**config.mk**
```make
export PLATFORM = sky130hd
export DESIGN_NAME = fifo_stream_reader_flat
export DESIGN_NICKNAME = d
export VERILOG_FILES = /design/src/rtl/fifo_stream_reader_pkg.sv /design/src/rtl/fifo_stream_reader_if.sv /design/src/rtl/fifo_stream_reader_skid.sv /design/src/rtl/fifo_stream_reader.sv /design/src/flat_wrapper.sv
export SDC_FILE = /design/constraint.sdc
export NUM_CORES = 1
export LEC_CHECK = 0
export CAP_MARGIN = 20
export CORE_ASPECT_RATIO = 1.75
export CORE_MARGIN = 10
export CORE_UTILIZATION = 52
export DETAILED_ROUTE_END_ITERATION = 10
export PLACE_DENSITY = 0.84
export SYNTH_ARGS = -nofsm -noshare
export SYNTH_HDL_FRONTEND = slang
export SYNTH_SLANG_ARGS = --single-unit
```
**constraint.sdc**
```tcl
create_clock -name clk -period 4.71 [get_ports clk]
set_input_delay 0.471 -clock clk [delete_from_list [all_inputs] [get_ports clk]]
set_output_delay 0.471 -clock clk [all_outputs]
set_load 0.02 [all_outputs]
```
**src/rtl/fifo_stream_reader_pkg.sv**
```systemverilog
// Shared constants and types for the FIFO read-side stream front end.
// Latency: n/a (package only).
// Backpressure: n/a (package only).
package fifo_pkg;
    localparam int BUF_DEPTH          = 2;
    localparam int DEFAULT_DATA_WIDTH = 8;

    typedef logic [1:0] occ_t;
endpackage

```
**src/rtl/fifo_stream_reader_if.sv**
```systemverilog
// FIFO read port plus valid/ready stream port, grouped for the reader.
// Latency: n/a (wiring only).
// Backpressure: m_ready from the consumer; fifo_empty from the FIFO.
interface fifo_stream_reader_if import fifo_pkg::*; #(
    parameter int DATA_WIDTH = DEFAULT_DATA_WIDTH
) ();
    logic                  fifo_rd;
    logic                  fifo_empty;
    logic [DATA_WIDTH-1:0] fifo_rdata;
    logic                  m_valid;
    logic                  m_ready;
    logic [DATA_WIDTH-1:0] m_data;

    modport master (
        output fifo_rd, m_valid, m_data,
        input  fifo_empty, fifo_rdata, m_ready
    );

    modport slave (
        input  fifo_rd, m_valid, m_data,
        output fifo_empty, fifo_rdata, m_ready
    );
endinterface

```
**src/rtl/fifo_stream_reader_skid.sv**
```systemverilog
// Two-entry in-order register buffer; head is always the oldest word.
// Latency: push visible at head one cycle later when the buffer was empty.
// Backpressure: none internally; the caller must never push into a full buffer without a pop.
module stream_skid_buffer import fifo_pkg::*; #(
    parameter int DATA_WIDTH = DEFAULT_DATA_WIDTH
) (
    input  logic                  clk,
    input  logic                  reset_n,
    input  logic                  push,
    input  logic [DATA_WIDTH-1:0] push_data,
    input  logic                  pop,
    output occ_t                  occ,
    output logic [DATA_WIDTH-1:0] head
);
    logic [DATA_WIDTH-1:0] ent0_q, ent0_d;
    logic [DATA_WIDTH-1:0] ent1_q, ent1_d;
    occ_t                  occ_q, occ_d;

    always_comb begin
        ent0_d = ent0_q;
        ent1_d = ent1_q;
        occ_d  = occ_q;
        if (pop) begin
            ent0_d = ent1_q;
            occ_d  = occ_q - 2'd1;
        end
        // The tail slot is chosen from the occupancy left after any same-cycle pop.
        if (push) begin
            if (occ_d == 2'd0) begin
                ent0_d = push_data;
            end else begin
                ent1_d = push_data;
            end
            occ_d = occ_d + 2'd1;
        end
    end

    always_ff @(posedge clk or negedge reset_n) begin
        if (!reset_n) begin
            ent0_q <= '0;
            ent1_q <= '0;
            occ_q  <= '0;
        end else begin
            ent0_q <= ent0_d;
            ent1_q <= ent1_d;
            occ_q  <= occ_d;
        end
    end

    assign occ  = occ_q;
    assign head = ent0_q;

    a_no_overflow: assert property (@(posedge clk) disable iff (!reset_n)
        !(push && !pop && (occ_q == 2'(BUF_DEPTH))));
    a_no_underflow: assert property (@(posedge clk) disable iff (!reset_n)
        !(pop && (occ_q == 2'd0)));
endmodule

```
**src/rtl/fifo_stream_reader.sv**
```systemverilog
// Converts the FIFO rd/empty pair with 1-cycle read data into a valid/ready stream source.
// Latency: fifo_rd in cycle T gives m_valid in T+2; sustains one word per cycle.
// Backpressure: reads are issued only against free buffer credit, so at most 2 words are absorbed.
module fifo_stream_reader import fifo_pkg::*; #(
    parameter int DATA_WIDTH = DEFAULT_DATA_WIDTH,
    parameter int CNT_WIDTH  = 16
) (
    input  logic                 clk,
    input  logic                 reset_n,
    input  logic                 en,
    fifo_stream_reader_if.master bus,
    output logic [CNT_WIDTH-1:0] words_out
);
    occ_t                  occ;
    logic [DATA_WIDTH-1:0] head;
    logic                  pop;
    logic                  rd;
    logic [2:0]            credit_used;
    logic [2:0]            credit_lim;
    logic                  pend_q, pend_d;
    logic [CNT_WIDTH-1:0]  cnt_q, cnt_d;

    assign pop = bus.m_valid & bus.m_ready;

    // A same-cycle pop frees a slot, which is what lets m_ready keep reads going at full rate.
    always_comb begin
        credit_used = {1'b0, occ} + {2'b00, pend_q};
        credit_lim  = 3'(BUF_DEPTH) + {2'b00, pop};
        rd          = reset_n & en & ~bus.fifo_empty & (credit_used < credit_lim);
        pend_d      = rd;
        cnt_d       = pop ? (cnt_q + CNT_WIDTH'(1)) : cnt_q;
    end

    always_ff @(posedge clk or negedge reset_n) begin
        if (!reset_n) begin
            pend_q <= 1'b0;
            cnt_q  <= '0;
        end else begin
            pend_q <= pend_d;
            cnt_q  <= cnt_d;
        end
    end

    stream_skid_buffer #(
        .DATA_WIDTH (DATA_WIDTH)
    ) u_buf (
        .clk       (clk),
        .reset_n   (reset_n),
        .push      (pend_q),
        .push_data (bus.fifo_rdata),
        .pop       (pop),
        .occ       (occ),
        .head      (head)
    );

    assign bus.fifo_rd = rd;
    assign bus.m_valid = (occ != 2'd0);
    assign bus.m_data  = head;
    assign words_out   = cnt_q;
endmodule

```
**src/flat_wrapper.sv**
```systemverilog
// flat-port wrapper written by rule: the top's interface ports become plain ports
module fifo_stream_reader_flat import fifo_pkg::*;
#(
    parameter int DATA_WIDTH = DEFAULT_DATA_WIDTH,
    parameter int CNT_WIDTH  = 16
)
  (clk, reset_n, en, words_out, bus_fifo_rd, bus_m_valid, bus_m_data, bus_fifo_empty, bus_fifo_rdata, bus_m_ready);
  fifo_stream_reader_if #(.DATA_WIDTH(DATA_WIDTH)) bus_i ();
  input  logic clk;
  input  logic reset_n;
  input  logic en;
  output logic [CNT_WIDTH-1:0] words_out;
  output wire logic [$bits(bus_i.fifo_rd)-1:0] bus_fifo_rd;
  output wire logic [$bits(bus_i.m_valid)-1:0] bus_m_valid;
  output wire logic [$bits(bus_i.m_data)-1:0] bus_m_data;
  input wire logic [$bits(bus_i.fifo_empty)-1:0] bus_fifo_empty;
  input wire logic [$bits(bus_i.fifo_rdata)-1:0] bus_fifo_rdata;
  input wire logic [$bits(bus_i.m_ready)-1:0] bus_m_ready;
  assign bus_fifo_rd = bus_i.fifo_rd;
  assign bus_m_valid = bus_i.m_valid;
  assign bus_m_data = bus_i.m_data;
  assign bus_i.fifo_empty = bus_fifo_empty;
  assign bus_i.fifo_rdata = bus_fifo_rdata;
  assign bus_i.m_ready = bus_m_ready;
  fifo_stream_reader #(.DATA_WIDTH(DATA_WIDTH), .CNT_WIDTH(CNT_WIDTH)) u_core (.clk(clk), .reset_n(reset_n), .en(en), .bus(bus_i), .words_out(words_out));
endmodule
```
==> summary.md <==
| Metric | Value |
|---|---|
| Max clock buf depth | 2 |
| Final nets | 195 |
| FF-to-FF path depth | 7 |
| CTS tree | yes |
| Final period utilization | 0.630 |
| Area post-placement | approximately 0.0020 mm^2 |
| Pre-CTS setup slack | between 1.5 and 2 ns |
| Worst ir drop on vdd | 391 uV |
| Minimum clock period | 2.97 ns |
| Number of global-route vias before repair | 1,205 |
| Synth-to-Final Area Change | 30.2% |
| Ys Warns | 0 |
| Share of the synthesized area in the top cell type | 0.552 |
| WL per Instance | 16.3 um |
| Post-synthesis compound-gate area fraction | 0.0347 |
| Fmax achieved | 337 MHz |
| Largest family of logic cells by synthesized area | simple AND/OR/NAND/NOR gates |
| Post-Syn Area | 0.00159 mm^2 |
| Post-CTS sizing | 0 |
| Commonest cells post-synth | 35 x dfrtp_1, 19 x nand2_1, 11 x xnor2_1 |
| Mapped Avg Cell Area | 11.7 um^2 |
| Unrepaired setup endpoints after global routing | false |
| DR vias/cell | 5.52 |
| Kind of end point of the critical path | output port |
| Root Driver | clkbuf_8 |
| Worst hold-check path type | reg2reg |
| #FFs+latches synth | 35 |
| Tot GR Track Use | 0.125 |
| CP startpoint kind | input pin |
| Design area | a little over 0.002 mm^2 |
| Setup Crit Path Kind | in2out |
| Setup ws final | ~1.7 ns |
| DP HPWL | 2.56 mm |
| PortBufs | 38 |
| Critical path fanouts, max | 36 |
| Largest net degree at the start of global routing | 37 |
| Hold Vio Cnt, Final | 0 |
| FILL cells | between 200 and 250 |
| Most common cell in the netlist | dfrtp_1 |
| Overall via count from detail_route | roughly 1,100 |
| Fraction of layout cells with a size suffix above 1 | 0.112 |
| Max-Slew Margin vs Limit | 0.509 |
| Initial DRT Pass Iterations | 4 |
| DRC Markers | 0 |
| Grt total ovfl | 0 |
| Hold path cells | 1 |
| Chip height | a little over 90 um |
| Ports | 39 |
| Top FF cell, synth | dfrtp_1 |
| First-pass GRT wire length | 5.49 mm |
| Post-synthesis mux area share | 0.107 |
| Worst slew pin tran | 0.735 ns |
| Synth cell types | 26 |
| Post-synthesis simple-gate area fraction | 0.148 |
| Sink Count | 35 |
| Max-Cap Viols | 0 |
| # diodes | 0 |
| Status | completed |
| Top cells by area, synth | dfrtp_1 55%, xnor2_1 6.1%, mux2_2 5.7%, mux2i_1 5.1%, nand2_1 4.5% |
| Adder-cell share of the synthesized area | 0.0395 |
| RePlAce Congestion | 0.760 |
| Async S/R FF share, synth | 1.00 |
| Post-synthesis net count | about 150 |
| Synthesized instance count | 136 |
| Setup Buffers After CTS | 0 |
| Register area share after synthesis | 0.552 |
| Post-Route Setup TNS | 0 ns |
| Setup violations, final | 0 |
| Core footprint | between 0.002 and 0.003 mm^2 |
| Die width | 61.7 um |
| CTS H-tree depth | 2 |
| Req. time, crit path | 4.24 ns |
| TritonCTS buffer count | 5 |
| Worst hold slack | 0.479 ns |
| Initial Utilization | 0.541 |
| Final Power | approximately 1.2 mW |
| Num rows | 26 |
| DRT iter0 DRCs | 10 |
| CP arrival | 2.50 ns |
| Post-DRT Antenna Nets | 0 |
| Clock Skews | 0.00615 ns |
| Worst-Skew Late Latency | between 0.2 and 0.3 ns |
| Initial antenna violation count | 0 |
| Drt total wl | about 3.4 mm |
| CTS clk-pin slew, worst paths | ~0.070 ns |
| Die ar. | between 0.005 and 0.006 mm^2 |
| Max-slew violations | 0 |
| Power per Cell Area | 588 mW/mm^2 |
| Post-Synth XOR/XNOR Area | 0.0939 |
| Post-CTS Hold Buffers | 0 |
| Cell type with the largest total area after synthesis | dfrtp_1 |
| Post-synth EDFFs | 0 |
| Leakage power | 0.921 nW |
-- where the power goes --
group	leakage (nW)	switching, mW	internal (mW)	total, mW
sequential	0.433	0.0915	0.413	0.505
combinational	0.440	0.244	0.261	0.505
clock	0.0477	0.103	0.101	0.204
total	0.921	0.439	0.775	1.21
-- cell usage in the layout, fill, tap and decap left out --
cell / synthesis / routed
dfrtp_1: 35 / 35
nand2_1: 19 / 19
nor4b_1: 1 / 1
nor2_1: 6 / 6
mux2_2: 8 / 8
a21oi_1: 1 / 1
and4_1: 1 / 1
o21ai_1: 2 / 2
nand3_1: 3 / 3
mux2i_1: 8 / 8
clkdlybuf4s50_1: 0 / 38
xor2_1: 6 / 6
or2_2: 1 / 1
clkinv_2: 0 / 3
nand2b_4: 1 / 1
or3_1: 1 / 1
xnor2_1: 11 / 11
nor3_4: 1 / 1
buf_4: 0 / 1
ha_1: 5 / 5
clkbuf_8: 0 / 5
o21ai_0: 8 / 8
nor2b_1: 3 / 3
and2_1: 2 / 2
nand4_1: 4 / 4
inv_1: 3 / 3
nand4b_1: 1 / 1
-- stage by stage --
stage / util / std cells
detailed placement: 0.676 / 198
floorplan: - / 136
global placement: 0.676 / 198
global route: 0.705 / 206
finish: 0.705 / 206
CTS: 0.705 / 206
-- cell type report --
class / count / area [um^2] / area share
flip-flops and latches: 35 / 876 / 0.424
multi-input cells: 93 / 671 / 0.325
repair buffers: 39 / 388 / 0.188
clock buffers: 5 / 68.8 / 0.0333
well taps: 28 / 35.0 / 0.0170
clock inverters: 3 / 15.0 / 0.00727
inverters: 3 / 11.3 / 0.00545
-- metal layers --
layer,global-route usage,vias to the layer above,part of all wire
met1,0.129,555,0.37
li1,-,539,-
met2,0.210,37,0.53
met5,0,-,0
met3,0.0583,6,0.085
met4,0.0506,0,0.014
-- path summary, 6_finish.rpt --
| kind | slack [ns] | to | startpoint |
|---|---|---|---|
| setup / recovery | 1.74 | bus_fifo_rd | reset_n |
| hold / removal | 0.48 | u_core.words_out[15] | u_core.words_out[15] |
| setup reg to reg | 2.20 | u_core.u_buf.ent1_q[3] | u_core.u_buf.occ[0] |
| hold reg to reg | 0.48 | u_core.words_out[15] | u_core.words_out[15] |
| max in group asynchronous | 3.79 | u_core.u_buf.head[2] | reset_n |
| min in group asynchronous | 0.61 | u_core.words_out[10] | reset_n |
-- registers in the layout (all words and copies together), names as in the netlist --
register	flops
u_core.pend_q	1
u_core.u_buf.ent1_q	8
u_core.u_buf.head	8
u_core.u_buf.occ	2
u_core.words_out	16
-- kinds of logic after synthesis --
kind of cell / after synthesis
AND/OR/NAND/NOR: 44
XOR/XNOR: 17
adder cells (fa/ha/maj): 5
buffers and inverters: 8
AO/OA/AOI/OAI: 11
flip-flops: 35
multiplexers: 16
-- critical path, cell delays in order --
cell,delay [ns]
clkdlybuf4s50_1,0.46
buf_4,0.39
nand2_1,0.12
nor4b_1,0.35
clkdlybuf4s50_1,0.69
Note: power is estimated with default switching activity, not from simulation.
